### config.mk
export PLATFORM = sky130hd
export DESIGN_NAME = fpu_dit_monitor_flat
export DESIGN_NICKNAME = d
export VERILOG_FILES = /design/src/rtl/fpu_dit_monitor_if.sv /design/src/rtl/fpu_dit_monitor.sv /design/src/flat_wrapper.sv
export SDC_FILE = /design/constraint.sdc
export NUM_CORES = 1
export LEC_CHECK = 0
export ABC_AREA = 1
export BUFFER_PORTS_ARGS = -buffer_cell sky130_fd_sc_hd__buf_4
export CORE_ASPECT_RATIO = 0.9
export CORE_UTILIZATION = 60
export CTS_CLUSTER_SIZE = 8
export DETAILED_ROUTE_END_ITERATION = 8
export GPL_TIMING_DRIVEN = 0
export PLACE_DENSITY = 0.89
export SLEW_MARGIN = 10
export SYNTH_ARGS = -nofsm -noshare
export SYNTH_HDL_FRONTEND = slang
export SYNTH_SLANG_ARGS = --single-unit
### constraint.sdc
create_clock -name clock -period 11.4 [get_ports clock]
set_clock_uncertainty 0.15 [all_clocks]
set_input_delay 2.28 -clock clock [delete_from_list [all_inputs] [get_ports clock]]
set_output_delay 2.28 -clock clock [all_outputs]
set_load 0.05 [all_outputs]
### src/rtl/fpu_dit_monitor_if.sv
// Bus between the dual-FPU miter and its timing monitor: the shared request strobe,
// both copies' response strobes, and the monitor's registered status.
interface fpu_dit_monitor_if #(
  parameter int DEPTH = 8,
  parameter int TS_W  = 16
);
  localparam int CW = $clog2(DEPTH) + 1;

  // Handshake: every *_valid is a single-cycle qualifier sampled on the rising edge.
  // There is no ready; the monitor accepts unconditionally and never stalls an FPU.
  logic            clear;
  logic            req_valid;
  logic            resp_valid_a;
  logic            resp_valid_b;
  logic            fflags_valid_a;
  logic            fflags_valid_b;

  logic [CW-1:0]   outstanding;
  logic            lat_valid_a;
  logic            lat_valid_b;
  logic [TS_W-1:0] lat_a;
  logic [TS_W-1:0] lat_b;
  logic            diverged;
  logic [1:0]      div_cause;
  logic [TS_W-1:0] div_stamp;
  logic            overflow;
  logic            underflow;
  logic            state_dbg;

  modport slave (
    input  clear, req_valid, resp_valid_a, resp_valid_b, fflags_valid_a, fflags_valid_b,
    output outstanding, lat_valid_a, lat_valid_b, lat_a, lat_b,
           diverged, div_cause, div_stamp, overflow, underflow, state_dbg
  );

  modport master (
    output clear, req_valid, resp_valid_a, resp_valid_b, fflags_valid_a, fflags_valid_b,
    input  outstanding, lat_valid_a, lat_valid_b, lat_a, lat_b,
           diverged, div_cause, div_stamp, overflow, underflow, state_dbg
  );
endinterface

### src/rtl/fpu_dit_monitor.sv
// Timing observer for the dual-FPU miter: stamps requests, measures per-copy latency,
// and latches the first cycle where the two copies' response timing diverges.
module fpu_dit_monitor #(
  parameter int DEPTH = 8,
  parameter int TS_W  = 16
) (
  input  logic             clock,
  input  logic             reset,
  fpu_dit_monitor_if.slave bus
);
  localparam int AW = $clog2(DEPTH);
  localparam int PW = AW + 1;

  typedef enum logic {RUN = 1'b0, DIVERGED = 1'b1} state_t;

  state_t          state_q, state_d;
  logic [TS_W-1:0] now_q;
  logic [TS_W-1:0] mem_q [DEPTH];
  logic [PW-1:0]   wr_q, rd_a_q, rd_b_q;
  logic [PW-1:0]   wr_d, rd_a_d, rd_b_d;
  logic [PW-1:0]   occ_a, occ_b, occ_max, occ_a_d, occ_b_d, occ_next;
  logic            pend_a, pend_b, full;
  logic            push, pop_a, pop_b;
  logic [TS_W-1:0] lat_a_c, lat_b_c;
  logic [1:0]      cause_c;
  logic            div_latch;

  logic [PW-1:0]   outstanding_q;
  logic            lat_valid_a_q, lat_valid_b_q;
  logic [TS_W-1:0] lat_a_q, lat_b_q;
  logic            diverged_q;
  logic [1:0]      div_cause_q;
  logic [TS_W-1:0] div_stamp_q;
  logic            overflow_q, underflow_q;

  // Pending/full status comes from start-of-cycle pointers, so a same-cycle pop never
  // makes room for a push and a same-cycle push never satisfies a pop.
  always_comb begin
    occ_a   = wr_q - rd_a_q;
    occ_b   = wr_q - rd_b_q;
    occ_max = (occ_a > occ_b) ? occ_a : occ_b;
    full    = (occ_max == PW'(DEPTH));
    pend_a  = (occ_a != '0);
    pend_b  = (occ_b != '0);
    push    = bus.req_valid    & ~full;
    pop_a   = bus.resp_valid_a & pend_a;
    pop_b   = bus.resp_valid_b & pend_b;
    lat_a_c = now_q - mem_q[rd_a_q[AW-1:0]];
    lat_b_c = now_q - mem_q[rd_b_q[AW-1:0]];
    wr_d    = push  ? wr_q   + PW'(1) : wr_q;
    rd_a_d  = pop_a ? rd_a_q + PW'(1) : rd_a_q;
    rd_b_d  = pop_b ? rd_b_q + PW'(1) : rd_b_q;
    occ_a_d = wr_d - rd_a_d;
    occ_b_d = wr_d - rd_b_d;
    occ_next = (occ_a_d > occ_b_d) ? occ_a_d : occ_b_d;
  end

  // Divergence cause, highest priority first: valid mismatch, fflags mismatch, latency.
  always_comb begin
    cause_c = 2'b00;
    if (bus.resp_valid_a != bus.resp_valid_b) begin
      cause_c = 2'b01;
    end else if (bus.resp_valid_a && bus.resp_valid_b &&
                 (bus.fflags_valid_a != bus.fflags_valid_b)) begin
      cause_c = 2'b11;
    end else if (pop_a && pop_b && (lat_a_c != lat_b_c)) begin
      cause_c = 2'b10;
    end
  end

  always_comb begin
    state_d   = state_q;
    div_latch = 1'b0;
    if (bus.clear) begin
      state_d = RUN;
    end else begin
      case (state_q)
        RUN: begin
          if (cause_c != 2'b00) begin
            state_d   = DIVERGED;
            div_latch = 1'b1;
          end
        end
        DIVERGED: state_d = DIVERGED;
        default:  state_d = RUN;
      endcase
    end
  end

  // Storage is not reset: an entry is only read after a push has written it.
  always_ff @(posedge clock) begin
    if (push && !bus.clear) begin
      mem_q[wr_q[AW-1:0]] <= now_q;
    end
  end

  always_ff @(posedge clock or negedge reset) begin
    if (!reset) begin
      state_q       <= RUN;
      now_q         <= '0;
      wr_q          <= '0;
      rd_a_q        <= '0;
      rd_b_q        <= '0;
      outstanding_q <= '0;
      lat_valid_a_q <= 1'b0;
      lat_valid_b_q <= 1'b0;
      lat_a_q       <= '0;
      lat_b_q       <= '0;
      diverged_q    <= 1'b0;
      div_cause_q   <= 2'b00;
      div_stamp_q   <= '0;
      overflow_q    <= 1'b0;
      underflow_q   <= 1'b0;
    end else begin
      now_q         <= now_q + TS_W'(1);
      state_q       <= state_d;
      lat_valid_a_q <= 1'b0;
      lat_valid_b_q <= 1'b0;
      if (bus.clear) begin
        wr_q          <= '0;
        rd_a_q        <= '0;
        rd_b_q        <= '0;
        outstanding_q <= '0;
        lat_a_q       <= '0;
        lat_b_q       <= '0;
        diverged_q    <= 1'b0;
        div_cause_q   <= 2'b00;
        div_stamp_q   <= '0;
        overflow_q    <= 1'b0;
        underflow_q   <= 1'b0;
      end else begin
        wr_q          <= wr_d;
        rd_a_q        <= rd_a_d;
        rd_b_q        <= rd_b_d;
        outstanding_q <= occ_next;
        if (bus.req_valid && full) overflow_q <= 1'b1;
        if ((bus.resp_valid_a && !pend_a) || (bus.resp_valid_b && !pend_b)) begin
          underflow_q <= 1'b1;
        end
        if (pop_a) begin
          lat_a_q       <= lat_a_c;
          lat_valid_a_q <= 1'b1;
        end
        if (pop_b) begin
          lat_b_q       <= lat_b_c;
          lat_valid_b_q <= 1'b1;
        end
        if (div_latch) begin
          diverged_q  <= 1'b1;
          div_cause_q <= cause_c;
          div_stamp_q <= now_q;
        end
      end
    end
  end

  assign bus.outstanding = outstanding_q;
  assign bus.lat_valid_a = lat_valid_a_q;
  assign bus.lat_valid_b = lat_valid_b_q;
  assign bus.lat_a       = lat_a_q;
  assign bus.lat_b       = lat_b_q;
  assign bus.diverged    = diverged_q;
  assign bus.div_cause   = div_cause_q;
  assign bus.div_stamp   = div_stamp_q;
  assign bus.overflow    = overflow_q;
  assign bus.underflow   = underflow_q;
  assign bus.state_dbg   = state_q;
endmodule

### src/flat_wrapper.sv
// flat-port wrapper written by rule: the top's interface ports become plain ports
module fpu_dit_monitor_flat 
#(
  parameter int DEPTH = 8,
  parameter int TS_W  = 16
)
  (clock, reset, bus_clear, bus_req_valid, bus_resp_valid_a, bus_resp_valid_b, bus_fflags_valid_a, bus_fflags_valid_b, bus_outstanding, bus_lat_valid_a, bus_lat_valid_b, bus_lat_a, bus_lat_b, bus_diverged, bus_div_cause, bus_div_stamp, bus_overflow, bus_underflow, bus_state_dbg);
  fpu_dit_monitor_if #(.DEPTH(DEPTH), .TS_W(TS_W)) bus_i ();
  input  logic clock;
  input  logic reset;
  input wire logic [$bits(bus_i.clear)-1:0] bus_clear;
  input wire logic [$bits(bus_i.req_valid)-1:0] bus_req_valid;
  input wire logic [$bits(bus_i.resp_valid_a)-1:0] bus_resp_valid_a;
  input wire logic [$bits(bus_i.resp_valid_b)-1:0] bus_resp_valid_b;
  input wire logic [$bits(bus_i.fflags_valid_a)-1:0] bus_fflags_valid_a;
  input wire logic [$bits(bus_i.fflags_valid_b)-1:0] bus_fflags_valid_b;
  output wire logic [$bits(bus_i.outstanding)-1:0] bus_outstanding;
  output wire logic [$bits(bus_i.lat_valid_a)-1:0] bus_lat_valid_a;
  output wire logic [$bits(bus_i.lat_valid_b)-1:0] bus_lat_valid_b;
  output wire logic [$bits(bus_i.lat_a)-1:0] bus_lat_a;
  output wire logic [$bits(bus_i.lat_b)-1:0] bus_lat_b;
  output wire logic [$bits(bus_i.diverged)-1:0] bus_diverged;
  output wire logic [$bits(bus_i.div_cause)-1:0] bus_div_cause;
  output wire logic [$bits(bus_i.div_stamp)-1:0] bus_div_stamp;
  output wire logic [$bits(bus_i.overflow)-1:0] bus_overflow;
  output wire logic [$bits(bus_i.underflow)-1:0] bus_underflow;
  output wire logic [$bits(bus_i.state_dbg)-1:0] bus_state_dbg;
  assign bus_i.clear = bus_clear;
  assign bus_i.req_valid = bus_req_valid;
  assign bus_i.resp_valid_a = bus_resp_valid_a;
  assign bus_i.resp_valid_b = bus_resp_valid_b;
  assign bus_i.fflags_valid_a = bus_fflags_valid_a;
  assign bus_i.fflags_valid_b = bus_fflags_valid_b;
  assign bus_outstanding = bus_i.outstanding;
  assign bus_lat_valid_a = bus_i.lat_valid_a;
  assign bus_lat_valid_b = bus_i.lat_valid_b;
  assign bus_lat_a = bus_i.lat_a;
  assign bus_lat_b = bus_i.lat_b;
  assign bus_diverged = bus_i.diverged;
  assign bus_div_cause = bus_i.div_cause;
  assign bus_div_stamp = bus_i.div_stamp;
  assign bus_overflow = bus_i.overflow;
  assign bus_underflow = bus_i.underflow;
  assign bus_state_dbg = bus_i.state_dbg;
  fpu_dit_monitor #(.DEPTH(DEPTH), .TS_W(TS_W)) u_core (.clock(clock), .reset(reset), .bus(bus_i));
endmodule
==> implementation parameters, run 1 <==
Parameter                              Value

Outcome
  Result of the run    completed

Finish
  P&R area growth vs syn    14.51%
  Ratio of cells with drive above 1 in the final layout    0.09661
  Final core utilization    0.7069
  Top library cells by usage in the layout, fill and taps aside    nand2_1 (391), inv_1 (197), o21ai_0 (191), nand3_1 (164), edfxtp_1 (128)
  Most common library cell in the layout ignoring fill and taps    nand2_1
  Final layout net count    1786
  Multi-input gate area    just under 6000 µm²
  Layout filler cell count    1611
  Combined flip-flop and latch cell area    6046 µm²
  Cell Count, Final, Fillers Out    2026

Clocking
  Number of clock sinks    between 200 and 250
  Number of buffers on the longest clock path    3
  CTS-repair resized insts    0
  Clock buffers created by TritonCTS    31
  Clock Pin Slew Worst Setup and Hold Paths    approximately 0.05 ns
  Cts-stage hold buffer count    0
  Setup fix buffers added after clock tree synthesis    0
  Later-pin clock latency in the skew report    0.58 ns
  H-tree level count    1
  Clock tree from TritonCTS    built
  Clock tree root buffer cell    clkbuf_16

STA
  Max Slew Vio Count    0
  Slew HR    0.3683
  Period utilisation layout    0.5057
  Maximum operating frequency    around 170 MHz
  Setup violation total in the final timing report    0
  Number of hold violations in the final report    0
  Setup repair after global routing missed its margin    no
  Setup tns final    0 ns
  Slew @ Worst Pin    0.9424 ns
  Min Tclk post-route    5.765 ns
  Min setup slack post-route    5.635 ns

Synthesis
  Synthesized Nets    1677
  Warnings from Yosys    0
  Post-Syn Area per Cell    8.065 µm²
  Sequential element share of the synthesized area    0.4659
  Synthesized netlist cell count    1609
  Summed instance area of the synthesized netlist    roughly 13000 µm²
  Library cells used by synthesis    37
  Number of synthesized register bits    216

Pwr
  Worst voltage drop across the vdd grid    543.9 µV
  Power density relative to cell area    325.3 nW/µm²
  Leakage power of the design    between 6 and 7 nW
  Overall power of the completed layout    4.833 mW

Floorplan
  Area enclosed by the die boundary    roughly 22000 µm²
  Standard-cell row count    50
  Starting Density    0.6173
  Boundary Pins    68
  Area of the core    ~21000 µm²
  Die Y    141.5 µm
  Die Wd    approximately 160 µm

Global routing
  Number of antenna violations at the first check in global routing    2
  First-pass GRT wire length    62160 µm
  GRT Overall Usage    0.3662
  Vias in the first global route    11897
  Total congestion overflow    0
  Largest net degree at the start of global routing    89

Routing
  Number of search-and-repair iterations in the first detailed-routing pass    6
  DR vias/cell    6.070
  DRC marker count from the first detailed-route iteration    1532
  Post-detailed-route count of antenna-violating nets    0
  Total number of vias    12298
  Drt wl/cell    ~20 µm
  DRC    0
  Total detailed-routing wirelength    roughly 40000 µm

Worst setup path
  Required time at the worst-slack endpoint    11.73 ns
  Startpoint class of the critical path    flip-flop
  Largest stage delay on the critical path    0.49 ns
  Maximum fanout along the worst path    7
  Setup crit end kind    flip-flop
  Arrival time at the worst endpoint    roughly 6 ns
  Category of the most critical setup path    reg -> reg
  CP max-delay cell    dfrtp_1
  CP most frequent cell    nand2_1

Placed design
  Dpl hpwl    28790 µm
  Number of cells in the design after placement    1971
  Gpl congestion    1.009
  Place WS    5.651 ns
  Port Buffer Count    66

Job
  Max-cap violation count    0

Min path
  Worst min-delay path class    reg -> reg
cells by family after synthesis:
logic type      synth area share
simple gates              0.2402
compound gates            0.1310
buf+inv                  0.08119
flops                     0.4659
fa+ha+maj                0.06075
xor+xnor                 0.02092
cell usage after synthesis (all sizes together):
cell / n / area share
a211oi: 1 / 0.00058
a21oi: 89 / 0.036
a31oi: 3 / 0.0014
and2: 1 / 0.00048
buf: 21 / 0.0094
clkbuf: 47 / 0.014
dfrtp: 88 / 0.17
edfxtp: 128 / 0.30
fa: 5 / 0.0077
ha: 55 / 0.053
inv: 201 / 0.058
nand2: 406 / 0.12
nand3: 171 / 0.069
nand3b: 5 / 0.0029
nand4: 26 / 0.013
nor2: 91 / 0.027
nor3: 13 / 0.0050
nor3b: 1 / 0.00058
o211ai: 30 / 0.017
o21a: 1 / 0.00058
o21ai: 191 / 0.074
o21bai: 1 / 0.00058
o22ai: 1 / 0.00048
or2: 2 / 0.00096
xnor2: 9 / 0.0061
xor2: 22 / 0.015
power breakdown:
| group | internal (mW) | switching (mW) | leakage (nW) | total (mW) |
|---|---|---|---|---|
| Combinational | 0.903 | 2.07 | 3.98 | 2.97 |
| Sequential | 0.944 | 0.0642 | 2.38 | 1.01 |
| Clock | 0.510 | 0.345 | 0.427 | 0.855 |
| Total | 2.36 | 2.48 | 6.79 | 4.83 |
per-stage QoR:
step	hold WS [ns]	cell area (µm²)
finish	0.3610	14860
global route	0.3916	14860
CTS	0.3594	14850
detailed placement	0.3415	13960
global placement	0.3413	13830
floorplan	0.4449	12980
worst max-delay path: cells and delay by family (launching register included):
kind | cells | cell delay (ns)
simple gates | 16 | 1.56
fa+ha+maj | 5 | 1.54
buf+inv | 7 | 0.73
compound gates | 5 | 0.70
flops | 1 | 0.49
xor+xnor | 2 | 0.49
cell type report:
| cell class | count | area share |
|---|---|---|
| flip-flops and latches | 216 | 0.4069 |
| inverters | 201 | 0.05077 |
| plain buffers | 68 | 0.02012 |
| diodes | 1 | 0.0001684 |
| well taps | 286 | 0.02408 |
| multi-input cells | 1124 | 0.3982 |
| repair buffers | 76 | 0.03966 |
| clock buffers | 52 | 0.05818 |
| clock inverters | 2 | 0.001937 |
flip-flops by register name (all words and copies together), names as in the netlist, 2 cells and up:
signal / count
u_core.bus.lat_b: 16
u_core.rd_b_q: 4
u_core.rd_a_q: 4
u_core.bus.outstanding: 4
u_core.wr_q: 4
u_core.bus.div_cause: 2
u_core.bus.div_stamp: 16
u_core.bus.lat_a: 16
u_core.mem_q: 128
u_core.now_q: 16
routing by layer:
layer,up-vias,wire length [µm],global-route usage
li1,5627,-,-
met2,793,18120,0.5960
met4,2,1907,0.1656
met5,-,14,0
met3,184,4593,0.09194
met1,5692,14870,0.4616
worst paths after layout:
check | start | endpoint | slack [ns] | cells after the start
max | u_core.wr_q[0] | u_core.bus.outstanding[3] | 5.63 | 35
min | u_core.bus.underflow | u_core.bus.underflow | 0.36 | 2
max reg2reg | u_core.wr_q[0] | u_core.bus.outstanding[3] | 5.63 | 35
min reg2reg | u_core.bus.underflow | u_core.bus.underflow | 0.36 | 2
max in group asynchronous | reset | u_core.now_q[12] | 8.87 | 1
min in group asynchronous | reset | u_core.bus.lat_b[14] | 1.60 | 1
(Power assumes the default switching activity.)
==> run 2, diff against run 1 <==
Clock period 11.4 ns to 5.36 ns, I/O delays scaled along.
==> run 2 against run 1 <==
- the run now ends with setup timing left
- sequential cell count unchanged
- critical path type unchanged
- worst setup slack got worse by 5.8 ns
- die area unchanged
- via count increased by 4.0%
- combinational power increased by 140%
- register-to-register slack got worse by 5.8 ns
- non-clock buffer count increased by 19
- largest cell class unchanged
- largest power group unchanged
==> implementation parameters, run 2 (synthesis results as in run 1) <==
Parameter                              Value

Global routing
  GRT Overall Usage    0.3681 (+0.001976)
  First-pass GRT wire length    62500 µm (+0.54%)
  Largest net degree at the start of global routing    89 (unchanged)
  Vias in the first global route    11960 (+0.53%)
  Number of antenna violations at the first check in global routing    2 (unchanged)
  Total congestion overflow    0 (unchanged)

Clocking
  Cts-stage hold buffer count    0 (unchanged)
  H-tree level count    1 (unchanged)
  Clock Pin Slew Worst Setup and Hold Paths    0.05 ns (about the same)
  Clock tree root buffer cell    clkbuf_16
  Number of buffers on the longest clock path    3 (unchanged)
  Clock buffers created by TritonCTS    31 (unchanged)
  Number of clock sinks    216 (unchanged)
  Clock tree from TritonCTS    built
  Later-pin clock latency in the skew report    0.58 ns (about the same)

Worst setup path
  CP most frequent cell    nand2_1
  Category of the most critical setup path    reg -> reg
  Required time at the worst-slack endpoint    5.70 ns (-6.03 ns)
  Worst reg2reg setup slack    -0.17 ns (-5.81 ns)
  Setup crit end kind    flip-flop
  Arrival time at the worst endpoint    5.87 ns (-0.23 ns)
  Maximum fanout along the worst path    6 (-1)
  Startpoint class of the critical path    flip-flop
  CP max-delay cell    dfrtp_1
  Largest stage delay on the critical path    0.38 ns (-0.11 ns)

Finish
  Layout filler cell count    1526 (-5.3%)
  Ratio of cells with drive above 1 in the final layout    0.1263 (+0.02967)
  Most common library cell in the layout ignoring fill and taps    nand2_1
  Flip-flop count of the largest register after layout    128 (unchanged)
  Fin area    15160 µm² (+2.0%)
  P&R area growth vs syn    16.81%
  Top library cells by usage in the layout, fill and taps aside    nand2_1 (386), o21ai_0 (190), inv_1 (188), nand3_1 (162), edfxtp_1 (128)
  Final layout net count    1805 (+1.1%)

Floorplan
  Standard-cell row count    50 (unchanged)
  Die Wd    157.0 µm (unchanged)
  Area enclosed by the die boundary    22220 µm² (unchanged)
  Starting Density    0.6173 (unchanged)
  Area of the core    21020 µm² (unchanged)
  Boundary Pins    68 (unchanged)
  Die Y    141.5 µm (unchanged)

Placed design
  Port Buffer Count    66 (unchanged)
  Dpl hpwl    28790 µm (unchanged)
  Placed cell areas    13960 µm² (unchanged)
  Place WS    -0.2621 ns (-5.913 ns)
  Gpl congestion    1.009 (unchanged)

STA
  Slew @ Worst Pin    1.038 ns (+0.09511 ns)
  Setup repair after global routing missed its margin    yes
  Max Slew Vio Count    0 (unchanged)
  Maximum operating frequency    180.7 MHz (+4.2%)
  Setup tns final    -0.5908 ns (-0.5908 ns)
  Min Tclk post-route    5.533 ns (-0.2323 ns)
  Slew HR    0.3046 (-0.06375)
  Period utilisation layout    1.032 (+0.5265)
  Number of hold violations in the final report    0 (unchanged)
  Final Hold Slack    0.3615 ns (+0.0004400 ns)
  Setup violation total in the final timing report    4 (+4)
  Min setup slack post-route    -0.1728 ns (-5.808 ns)

Outcome
  Result of the run    finished with violations
  Violated checks    setup timing

Routing
  Post-detailed-route count of antenna-violating nets    0 (unchanged)
  Number of search-and-repair iterations in the first detailed-routing pass    7 (+1)
  Total number of vias    12791 (+4.0%)
  DRC marker count from the first detailed-route iteration    1775 (+16%)
  Total detailed-routing wirelength    42390 µm (+7.3%)
  DRC    0 (unchanged)
  Drt wl/cell    20.73 µm (+6.3%)
  DR vias/cell    6.255 (+3.0%)

Pwr
  Power density relative to cell area    734.6 nW/µm² (+130%)
  Leakage power of the design    6.901 nW (+1.6%)
  Worst voltage drop across the vdd grid    1369 µV (+150%)

Job
  Max-cap violation count    0 (unchanged)

Min path
  Worst min-delay path class    reg -> reg
[run 2: cell type report]
cell class | count | area [µm²] | share of cell area
clock inverter | 2 | 28.78 | 0.001899
sequential | 216 | 6050 | 0.3991
inverter | 201 | 767.0 | 0.05060
multi-input combinational | 1124 | 6041 | 0.3985
tap | 286 | 357.8 | 0.02361
antenna | 1 | 2.502 | 0.0001651
timing repair buffer | 95 | 732.0 | 0.04829
buffer | 68 | 314.1 | 0.02072
clock buffer | 52 | 864.6 | 0.05704
[run 2: path summary, 6_finish.rpt]
check,start,to,depth (start not counted)
min in group asynchronous,reset,u_core.bus.lat_b[14],1
worst max register to register,u_core.rd_b_q[1],u_core.bus.outstanding[3],36
worst min-delay path,u_core.bus.lat_a[6],u_core.bus.lat_a[6],2
worst min register to register,u_core.bus.lat_a[6],u_core.bus.lat_a[6],2
worst max-delay path,u_core.rd_b_q[1],u_core.bus.outstanding[3],36
max in group asynchronous,reset,u_core.wr_q[0],1
[run 2: through the flow]
step | cells | power (mW) | utilization
2_1_floorplan | 1609 | 6.545 | -
5_1_grt | 2044 | 11.81 | 0.7210
6_report | 2045 | 11.13 | 0.7211
3_5_place_dp | 1971 | 8.265 | 0.6641
3_3_place_gp | 1961 | 8.003 | 0.6579
4_1_cts | 2026 | 10.13 | 0.7083
[run 2: per-layer routing]
layer / wire (µm) / GRT usage / share of wire / vias to the layer above
li1: - / - / - / 5659
met2: 19390 / 0.5972 / 0.46 / 980
met3: 5411 / 0.08919 / 0.13 / 245
met5: 0 / 0 / 0 / -
met1: 15080 / 0.4667 / 0.36 / 5907
met4: 2506 / 0.1696 / 0.059 / 0
[run 2: critical path, delay by kind of cell (launching register included)]
family / cells / cell delay, ns
adders and majority gates: 4 / 1.12
xor gates and xnor gates: 2 / 0.49
buffers and inverters: 8 / 0.69
DFF: 1 / 0.38
AOI/OAI and AO/OA: 5 / 0.71
and+or+nand+nor: 17 / 1.90
[run 2: repair_timing]
item	4_1_cts	5_1_grt
gates cloned	0	0
resized for setup	10	35
buffers inserted	1	18
pin swaps	0	7
endpoints found under the setup margin	4	4
[run 2: power breakdown]
group / total [mW] / switching (mW) / internal [mW]
clock network: 1.82 / 0.738 / 1.08
registers: 2.15 / 0.143 / 2.01
logic: 7.16 / 4.89 / 2.27
